File: src/rtl/ov7670_config_seq.sv
// OV7670 register initialisation sequencer.
// Walks a fixed table of {addr,data} pairs and issues one SCCB byte write per
// entry through a req/ack handshake. It inserts a settling delay after the soft
// reset, retries failed writes, and reports done or error.
module ov7670_config_seq #(
  parameter int CLK_FREQ       = 100_000_000,
  parameter int DELAY_MS       = 10,
  parameter int MAX_RETRY      = 3,
  parameter int TIMEOUT_CYCLES = 1_000_000
) (
  input  logic       clk,
  input  logic       rst_n,
  input  logic       start,
  output logic       sccb_req,
  output logic [7:0] sccb_addr,
  output logic [7:0] sccb_data,
  input  logic       sccb_ack,
  input  logic       sccb_nack,
  output logic       busy,
  output logic       done,
  output logic       error,
  output logic [7:0] reg_index
);

  localparam logic [15:0] ENTRY_END   = 16'hFFFF;
  localparam logic [15:0] ENTRY_DELAY = 16'hFFF0;

  localparam int unsigned DELAY_CYCLES = (DELAY_MS * CLK_FREQ) / 1000;
  // The FETCH cycle that decodes the delay marker counts as the first delay
  // cycle, so the DELAY state itself runs DELAY_CYCLES-1 cycles.
  localparam logic [31:0] DELAY_END  = (DELAY_CYCLES > 1) ? 32'(DELAY_CYCLES - 2) : 32'd0;
  // tcnt holds the number of earlier req-high cycles; the attempt fails on
  // the cycle that is the TIMEOUT_CYCLES-th one.
  localparam logic [31:0] TIMEOUT_M1 = (TIMEOUT_CYCLES > 1) ? 32'(TIMEOUT_CYCLES - 1) : 32'd0;
  localparam logic [7:0]  RETRY_LIM  = 8'(MAX_RETRY);

  typedef enum logic [2:0] {
    S_IDLE,
    S_FETCH,
    S_REQ,
    S_WAIT,
    S_DELAY,
    S_DONE,
    S_ERROR
  } state_t;

  state_t      state, state_nx;
  logic [7:0]  retry_cnt;
  logic [31:0] tcnt;
  logic [31:0] dcnt;
  logic        gap;        // first REQ cycle of a retry keeps sccb_req low
  logic [15:0] entry;
  logic        wait_fail;
  logic        delay_end;
  logic        can_retry;

  function automatic logic [15:0] table_entry(input logic [7:0] idx);
    logic [15:0] e;
    case (idx)
      8'd0:    e = 16'h1280;  // COM7 soft reset
      8'd1:    e = 16'hFFF0;  // settle after soft reset
      8'd2:    e = 16'h1204;
      8'd3:    e = 16'h1101;
      8'd4:    e = 16'h40D0;
      8'd5:    e = 16'h8C00;
      8'd6:    e = 16'h3A04;
      default: e = 16'hFFFF;  // end marker; anything past the table also ends it
    endcase
    return e;
  endfunction

  assign entry     = table_entry(reg_index);
  assign wait_fail = sccb_nack || (tcnt >= TIMEOUT_M1);
  assign delay_end = (dcnt >= DELAY_END);
  assign can_retry = (retry_cnt < RETRY_LIM);

  // State register.
  always_ff @(posedge clk or negedge rst_n) begin
    if (!rst_n) state <= S_IDLE;
    else        state <= state_nx;
  end

  // Next-state decode and state-derived outputs.
  always_comb begin
    state_nx = state;
    sccb_req = 1'b0;
    busy     = 1'b1;
    done     = 1'b0;
    error    = 1'b0;
    case (state)
      S_IDLE: begin
        busy = 1'b0;
        if (start) state_nx = S_FETCH;
      end
      S_FETCH: begin
        if (entry == ENTRY_END)        state_nx = S_DONE;
        else if (entry == ENTRY_DELAY) state_nx = S_DELAY;
        else                           state_nx = S_REQ;
      end
      S_REQ: begin
        sccb_req = !gap;
        state_nx = S_WAIT;
      end
      S_WAIT: begin
        sccb_req = 1'b1;
        if (wait_fail)     state_nx = can_retry ? S_REQ : S_ERROR;
        else if (sccb_ack) state_nx = S_FETCH;
      end
      S_DELAY: begin
        if (delay_end) state_nx = S_FETCH;
      end
      S_DONE: begin
        busy = 1'b0;
        done = 1'b1;
        if (start) state_nx = S_FETCH;
      end
      S_ERROR: begin
        busy  = 1'b0;
        error = 1'b1;
        if (start) state_nx = S_FETCH;
      end
      default: begin
        busy     = 1'b0;
        state_nx = S_IDLE;
      end
    endcase
  end

  // Table index, latched write, retry/timeout/delay counters.
  always_ff @(posedge clk or negedge rst_n) begin
    if (!rst_n) begin
      reg_index <= '0;
      sccb_addr <= '0;
      sccb_data <= '0;
      retry_cnt <= '0;
      tcnt      <= '0;
      dcnt      <= '0;
      gap       <= 1'b0;
    end else begin
      if (!sccb_req)        tcnt <= '0;
      else if (tcnt != '1)  tcnt <= tcnt + 32'd1;

      case (state)
        S_IDLE, S_DONE, S_ERROR: begin
          if (start) reg_index <= '0;
        end
        S_FETCH: begin
          if (entry == ENTRY_DELAY) begin
            dcnt <= '0;
          end else if (entry != ENTRY_END) begin
            sccb_addr <= entry[15:8];
            sccb_data <= entry[7:0];
            retry_cnt <= '0;
            gap       <= 1'b0;
          end
        end
        S_REQ: begin
          gap <= 1'b0;
        end
        S_WAIT: begin
          if (wait_fail) begin
            if (can_retry) begin
              retry_cnt <= retry_cnt + 8'd1;
              gap       <= 1'b1;
            end
          end else if (sccb_ack) begin
            reg_index <= reg_index + 8'd1;
          end
        end
        S_DELAY: begin
          if (delay_end) reg_index <= reg_index + 8'd1;
          else           dcnt      <= dcnt + 32'd1;
        end
        default: begin
          dcnt <= dcnt;
        end
      endcase
    end
  end

endmodule

File: config.mk
export PLATFORM = sky130hd
export DESIGN_NAME = ov7670_config_seq
export DESIGN_NICKNAME = d
export VERILOG_FILES = /design/src/rtl/ov7670_config_seq.sv
export SDC_FILE = /design/constraint.sdc
export NUM_CORES = 1
export LEC_CHECK = 0
export BUFFER_PORTS_ARGS = -buffer_cell sky130_fd_sc_hd__buf_2
export CORE_ASPECT_RATIO = 1.25
export CORE_MARGIN = 1.5
export CORE_UTILIZATION = 40
export CTS_BUF_LIST = sky130_fd_sc_hd__clkbuf_16
export DETAILED_ROUTE_END_ITERATION = 7
export RECOVER_POWER = 25
export SLEW_MARGIN = 0
export SYNTH_ARGS = -nofsm -noshare
export SYNTH_HDL_FRONTEND = slang
export SYNTH_SLANG_ARGS = --single-unit
File: constraint.sdc
create_clock -name clk -period 3.2 [get_ports clk]
set_input_delay 0.32 -clock clk [delete_from_list [all_inputs] [get_ports clk]]
set_output_delay 0.32 -clock clk [all_outputs]
set_load 0.02 [all_outputs]
==> results of run 1 <==
==> flip-flops by register name, indices dropped and copies added (netlist names) <==
name       flops
tcnt          32
retry_cnt      8
sccb_addr      7
sccb_data      5
gap            1
dcnt          32
reg_index      8
state          3
==> metrics by stage <==
| step | cells | hold WS (ns) | utilization | instance area, sq um |
|---|---|---|---|---|
| 3_5_place_dp | 695 | 0.361 | 0.435 | 5270 |
| 6_report | 711 | 0.363 | 0.464 | 5620 |
| 3_3_place_gp | 695 | 0.354 | 0.435 | 5270 |
| 2_1_floorplan | 515 | 0.0244 | - | 4960 |
| 5_1_grt | 711 | 0.422 | 0.464 | 5620 |
| 4_1_cts | 711 | 0.0000294 | 0.465 | 5630 |
==> cells by family (layout without fill, tap and decap cells) <==
| group | after synthesis | after routing | share of synthesized area |
|---|---|---|---|
| buffers and inverters | 37 | 69 | 0.0335 |
| XOR/XNOR | 47 | 47 | 0.0830 |
| multiplexers | 4 | 4 | 0.00908 |
| AND/OR/NAND/NOR | 263 | 263 | 0.285 |
| flip-flops | 96 | 96 | 0.484 |
| adder cells (fa/ha/maj) | 9 | 9 | 0.0222 |
| AO/OA/AOI/OAI | 59 | 59 | 0.0832 |
==> final cells by class <==
| cell class | instances | area (sq um) |
|---|---|---|
| flip-flops and latches | 96 | 2400 |
| multi-input cells | 382 | 2400 |
| inverters | 15 | 56.3 |
| well taps | 164 | 205 |
| clock inverters | 7 | 134 |
| repair buffers | 38 | 201 |
| fillers | 1139 | 6480 |
| clock buffers | 9 | 225 |
==> routing by layer <==
layer	up-vias	GRT usage
met5	-	0
met4	0	0.0645
met3	13	0.0186
met2	62	0.295
met1	1848	0.214
li1	1858	-
==> worst min-delay path by stage <==
stage,endpoint,slack (ns),cells past startpoint
2_1_floorplan,dcnt[0]$_DFFE_PN0P_,0.02,0
3_3_place_gp,tcnt[27]$_DFFE_PN0P_,0.35,1
4_1_cts,tcnt[26]$_DFFE_PN0P_,0.00003,1
3_5_place_dp,sccb_data[2]$_DFFE_PN0P_,0.36,1
6_report,state[1]$_DFFE_PN0P_,0.36,4
5_1_grt,state[1]$_DFFE_PN0P_,0.42,4
==> worst reg2reg max path: cells and delay by family, from the launching register on <==
| kind | cells | cell delay (ns) |
|---|---|---|
| DFF | 1 | 0.39 |
| adders and majority gates | 1 | 0.19 |
| and+or+nand+nor | 3 | 1.35 |
| AOI/OAI and AO/OA | 1 | 0.14 |
| muxes | 1 | 0.35 |
==> synth_stat cells (all sizes together), types with 2 or more instances <==
cell type,count
a31oi,4
nand4,23
a21o,3
o21ai,21
nor3b,2
and4,10
nor3,16
xnor2,13
mux2i,3
xor2,34
buf,8
nand3,21
and3,11
clkbuf,14
a211oi,2
a21oi,12
or4,5
o31ai,3
and2,6
nand2,46
nor2b,21
nor4,15
o211ai,3
nand2b,4
or3,5
or2,3
inv,15
nor2,70
dfrtp,96
and3b,2
ha,8
==> power groups by stage <==
stage	Sequential, mW	Combinational (mW)	Clock, mW
after floorplan	1.51	0.892	0
after global placement	1.49	1.24	0
after detailed placement	1.50	1.25	0
after CTS	1.48	1.26	1.31
after global routing	1.50	1.39	1.36
final	1.48	1.24	1.29
==> flow_metrics.env, run 1 <==
export IMPL_crit_start="retry_cnt[0]$_DFFE_PN0P_"
export IMPL_top_layer="met4"
export IMPL_setup_viol=0
export IMPL_grt_first_pass_wirelength_microns=17600
export IMPL_rsz0062_at_grt="no"
export IMPL_clk_latency_ns=0.34
export IMPL_final_common_cell="dfrtp_1"
export IMPL_wl_per_cell_microns=14.6
export IMPL_p_int_mw=2.58
export IMPL_critPathMaxStageDelay_ns=0.52
export IMPL_crit_buf_inv=0
export IMPL_clockPowerShare=0.322
export IMPL_antenna_cells=0
export IMPL_grt_pass1_vias=3648
export IMPL_die_y_microns=128
export IMPL_num_rows=45
export IMPL_cts_tree="done"
export IMPL_end_kind="flip-flop"
export IMPL_crit_fanout=8
export IMPL_numCtsBuffers=9
export IMPL_critPathCapture="retry_cnt[0]$_DFFE_PN0P_"
export IMPL_p_sw_mw=1.43
export IMPL_drc=0
export IMPL_final_cell_mix="dfrtp_1 (96), nor2_1 (70), nand2_1 (46)"
export IMPL_area_growth_pct=13.3
export IMPL_arrival_ns=2.76
export IMPL_place_gp_congestion=0.799
export IMPL_max_slew_margin_rel=-0.605
export IMPL_r2r_cells=6
export IMPL_max_freq_ghz=0.394
export IMPL_min_from="sccb_ack"
export IMPL_cts_resized=0
export IMPL_seqPwrFrac=0.368
export IMPL_syn_inst=515
export IMPL_grt_overflow_total=0
export IMPL_cp_start_kind="flip-flop"
export IMPL_num_vias=3781
export IMPL_cts_buffer_depth=2
export IMPL_root_buffer="clkbuf_16"
export IMPL_drt_iter0_drc=201
export IMPL_ys_ff_latch=96
export IMPL_antenna_found_initial=0
export IMPL_hpwl_microns=7330
export IMPL_violations="capacitance limit, slew limit"
export IMPL_synth_avg_cell_area_sq_um=9.64
export IMPL_ys_seq_area_frac=0.484
export IMPL_final_hold_viol_count=0
export IMPL_cts_setup_buffers=0
export IMPL_crit_type="reg2reg"
export IMPL_skew_ns=0.00669
export IMPL_wl_met1_microns=4770
export IMPL_io_pins=33
export IMPL_p_sw_frac=0.357
export IMPL_period_needed_ns=2.54
export IMPL_coreArea_sq_um=12100
export IMPL_r2r_start="retry_cnt[0]$_DFFE_PN0P_"
export IMPL_yosys_top_cells_area="dfrtp_1 (48%), xor2_1 (6.0%), nor2_1 (5.3%)"
export IMPL_finalWirelength_microns=10400
export IMPL_pre_cts_ws_ns=0.677
export IMPL_min_path_type="in2reg"
export IMPL_layout_drive_gt1_share=0.130
export IMPL_synth_edf_count=0
export IMPL_r2r_slack_ns=0.66
export IMPL_maxCapViolations=1
export IMPL_drv_slew=46
export IMPL_cp_top_family="simple AND/OR/NAND/NOR gates"
export IMPL_cp_slowest_cell="nor3_2"
export IMPL_outcome="complete, but fails checks"
export IMPL_cts_clk_slew_worst_paths_ns=0.06
export IMPL_critical_path_depth=6
export IMPL_power_mw=4.01
export IMPL_setup_ws_ns=0.665
export IMPL_start_util=0.410
export IMPL_grt_max_degree=46
export IMPL_critPathRequiredTime_ns=3.42
export IMPL_synth_ff_type="dfrtp_1"
export IMPL_holdBufCountCts=0
export IMPL_nets=555
export IMPL_met3_length_microns=277
export IMPL_syn_cell_area_sq_um=4960
export IMPL_grt_use_total=0.169
export IMPL_worstMarginPinSlew_ns=2.41
export IMPL_synthDominantCellAreaShare=0.484
export IMPL_antenna_left=0
export IMPL_synth_fp_nets=528
export IMPL_yosysTopAreaCell="dfrtp_1"
export IMPL_htree_levels=3
export IMPL_die_width_microns=103
export IMPL_wl_met2_microns=5190
export IMPL_synthDistinctLibCells=61
export IMPL_setup_tns_ns=0
export IMPL_dieArea_sq_um=13100
export IMPL_drt_pass1_iter_count=4
export IMPL_cts_sinks=96
export IMPL_ys_async_sr_fraction=1.00
export IMPL_p_leak_nw=2.61
export IMPL_combPwrFrac=0.310
export IMPL_period_share=0.792
export IMPL_cp_cell_sequence="ha_1 -> or4_1 -> nor4_1 -> a21oi_1 -> nor3_2 -> mux2_4"
export IMPL_vdd_drop_max_v=0.000281
export IMPL_ys_warn_count=0
export IMPL_drt_vias_per_instance=5.32
export IMPL_power_density_nw_per_um2=713
export IMPL_numPortBuffers=32
export IMPL_r2r_end="retry_cnt[0]$_DFFE_PN0P_"
(Power assumes the default switching activity.)
==> inputs of run 2 (changes only) <==
==> constraint.sdc (replaced) <==
create_clock -name clk -period 2.3 [get_ports clk]
set_input_delay 0.23 -clock clk [delete_from_list [all_inputs] [get_ports clk]]
set_output_delay 0.23 -clock clk [all_outputs]
set_load 0.02 [all_outputs]
==> run 2 against run 1 <==
Against the previous run: the run still ends with capacitance limit, slew limit left; highest routed layer unchanged; die area stayed put; final cell count is 4.5% higher; largest cell class is now multi-input combinational cells; sequential power is 38% higher; clock-buffer cell count stayed put; first-iteration DRC count is 30% lower; sequential share of layout area is 2.4 points lower; critical endpoint is now reg_index[5]$_DFFE_PN0P_; register-to-register slack worse by 0.61 ns; utilization is 2.8 points higher.
==> flow_metrics.env, run 2 (same netlist as run 1, synthesis figures left out) <==
export IMPL_area_growth_pct=20.2
export IMPL_drt_iter0_drc=141
export IMPL_place_gp_congestion=0.797
export IMPL_drt_vias_per_instance=5.19
export IMPL_critPathRequiredTime_ns=2.58
export IMPL_htree_levels=3
export IMPL_clk_latency_ns=0.35
export IMPL_cts_clk_slew_worst_paths_ns=0.07
export IMPL_io_pins=33
export IMPL_violations="capacitance limit, slew limit"
export IMPL_crit_fanout=7
export IMPL_final_hold_viol_count=0
export IMPL_antenna_found_initial=0
export IMPL_num_rows=45
export IMPL_max_freq_ghz=0.445
export IMPL_rsz0062_at_grt="yes"
export IMPL_drc=0
export IMPL_drv_slew=29
export IMPL_cp_start_kind="flip-flop"
export IMPL_coreArea_sq_um=12100
export IMPL_die_width_microns=103
export IMPL_grt_max_degree=69
export IMPL_wl_per_cell_microns=14.0
export IMPL_skew_ns=0.0106
export IMPL_grt_first_pass_wirelength_microns=18200
export IMPL_cts_sinks=96
export IMPL_start_util=0.410
export IMPL_period_needed_ns=2.25
export IMPL_drt_pass1_iter_count=4
export IMPL_final_util=0.493
export IMPL_fillers=1102
export IMPL_arrival_ns=2.53
export IMPL_vdd_drop_max_v=0.000390
export IMPL_final_common_cell="dfrtp_1"
export IMPL_num_vias=3856
export IMPL_numPortBuffers=32
export IMPL_p_leak_nw=2.75
export IMPL_max_slew_margin_rel=-0.0746
export IMPL_crit_type="reg2reg"
export IMPL_grt_overflow_total=0
export IMPL_numCtsBuffers=9
export IMPL_hpwl_microns=7390
export IMPL_layout_drive_gt1_share=0.206
export IMPL_grt_pass1_vias=3860
export IMPL_power_density_nw_per_um2=916
export IMPL_setup_viol=0
export IMPL_end_kind="flip-flop"
export IMPL_nets=587
export IMPL_outcome="complete, but fails checks"
export IMPL_grt_use_total=0.176
export IMPL_dieArea_sq_um=13100
export IMPL_period_share=0.977
export IMPL_largestRegisters="dcnt (32), tcnt (32)"
export IMPL_hold_slack_ns=0.296
export IMPL_finalWirelength_microns=10400
export IMPL_antenna_cells=0
export IMPL_min_path_type="in2reg"
export IMPL_cts_tree="done"
export IMPL_worstMarginPinSlew_ns=1.61
export IMPL_root_buffer="clkbuf_16"
export IMPL_final_cell_mix="dfrtp_1 (94), nor2_1 (68), nand2_1 (46)"
export IMPL_die_y_microns=128
export IMPL_cts_buffer_depth=2
export IMPL_maxCapViolations=1
export IMPL_antenna_left=0
## run 2: changes by cell type in the layout (fill, tap and decap cells not counted), moves of 4 or more
cell       before  now
buf_2          31   27
clkbuf_1        1    5
buf_4           5   32
bufinv_16       4    0
a21oi_1        12    8
nor4_1         12    7
## run 2: final timing paths
kind                                           from                        to  slack (ns)  cells past startpoint
max                            tcnt[12]$_DFFE_PN0P_  reg_index[5]$_DFFE_PN0P_        0.05                      6
max reg2reg                    tcnt[12]$_DFFE_PN0P_  reg_index[5]$_DFFE_PN0P_        0.05                      6
min                                        sccb_ack      state[1]$_DFFE_PN0P_        0.30                      4
min reg2reg                sccb_data[0]$_DFFE_PN0P_  sccb_data[0]$_DFFE_PN0P_        0.46                      2
max in group asynchronous                     rst_n       dcnt[1]$_DFFE_PN0P_        0.39                      3
min in group asynchronous                     rst_n      tcnt[29]$_DFFE_PN0P_        0.83                      2
## run 2: where the power goes
part | switching [mW] | total [mW] | leakage, nW | internal [mW]
Combinational | 1.25 | 2.02 | 1.30 | 0.778
Sequential | 0.171 | 2.04 | 1.31 | 1.86
Clock | 0.660 | 1.40 | 0.138 | 0.744
Total | 2.08 | 5.46 | 2.75 | 3.39
## run 2: metal layers
metal | vias to the layer above | share of wire | GRT usage
met2 | 54 | 0.50 | 0.293
li1 | 1913 | - | -
met4 | 0 | 0.022 | 0.0766
met3 | 14 | 0.027 | 0.0328
met5 | - | 0 | 0
met1 | 1875 | 0.46 | 0.220
## run 2: layout make-up
class	count	area, sq um	share of cell area
clock buffer	9	225	0.0378
clock inverter	7	55.1	0.00923
inverter	15	56.3	0.00944
multi-input combinational	382	2530	0.424
sequential	96	2400	0.403
tap	164	205	0.0344
timing repair buffer	70	487	0.0816
## run 2: critical path, cell delays in order, from the launching register on
cell	delay, ns
dfrtp_1	0.38
or4_4	0.56
nor4_4	0.30
a21oi_2	0.12
o21a_4	0.27
or4_4	0.42
o21ai_2	0.15
## run 2: repair_timing
item | in CTS | in global routing
hold buffers | 1 | 0
setup endpoints to repair | 2 | 38
resized for setup | 2 | 29
pin swaps | 0 | 14
endpoints found under the hold margin | 28 | 0
setup buffers | 1 | 3
## run 2: through the flow
stage	TNS (ns)	cells	setup WS (ns)	power, mW	area [sq um]
2_1_floorplan	0	515	0.0124	3.36	4970
3_3_place_gp	0	722	0.0128	3.96	5520
3_5_place_dp	-0.0450	722	-0.0450	4.00	5520
4_1_cts	0	740	0.0000537	5.43	5820
5_1_grt	-0.0867	743	-0.0524	5.88	5960
6_report	0	743	0.0537	5.46	5960
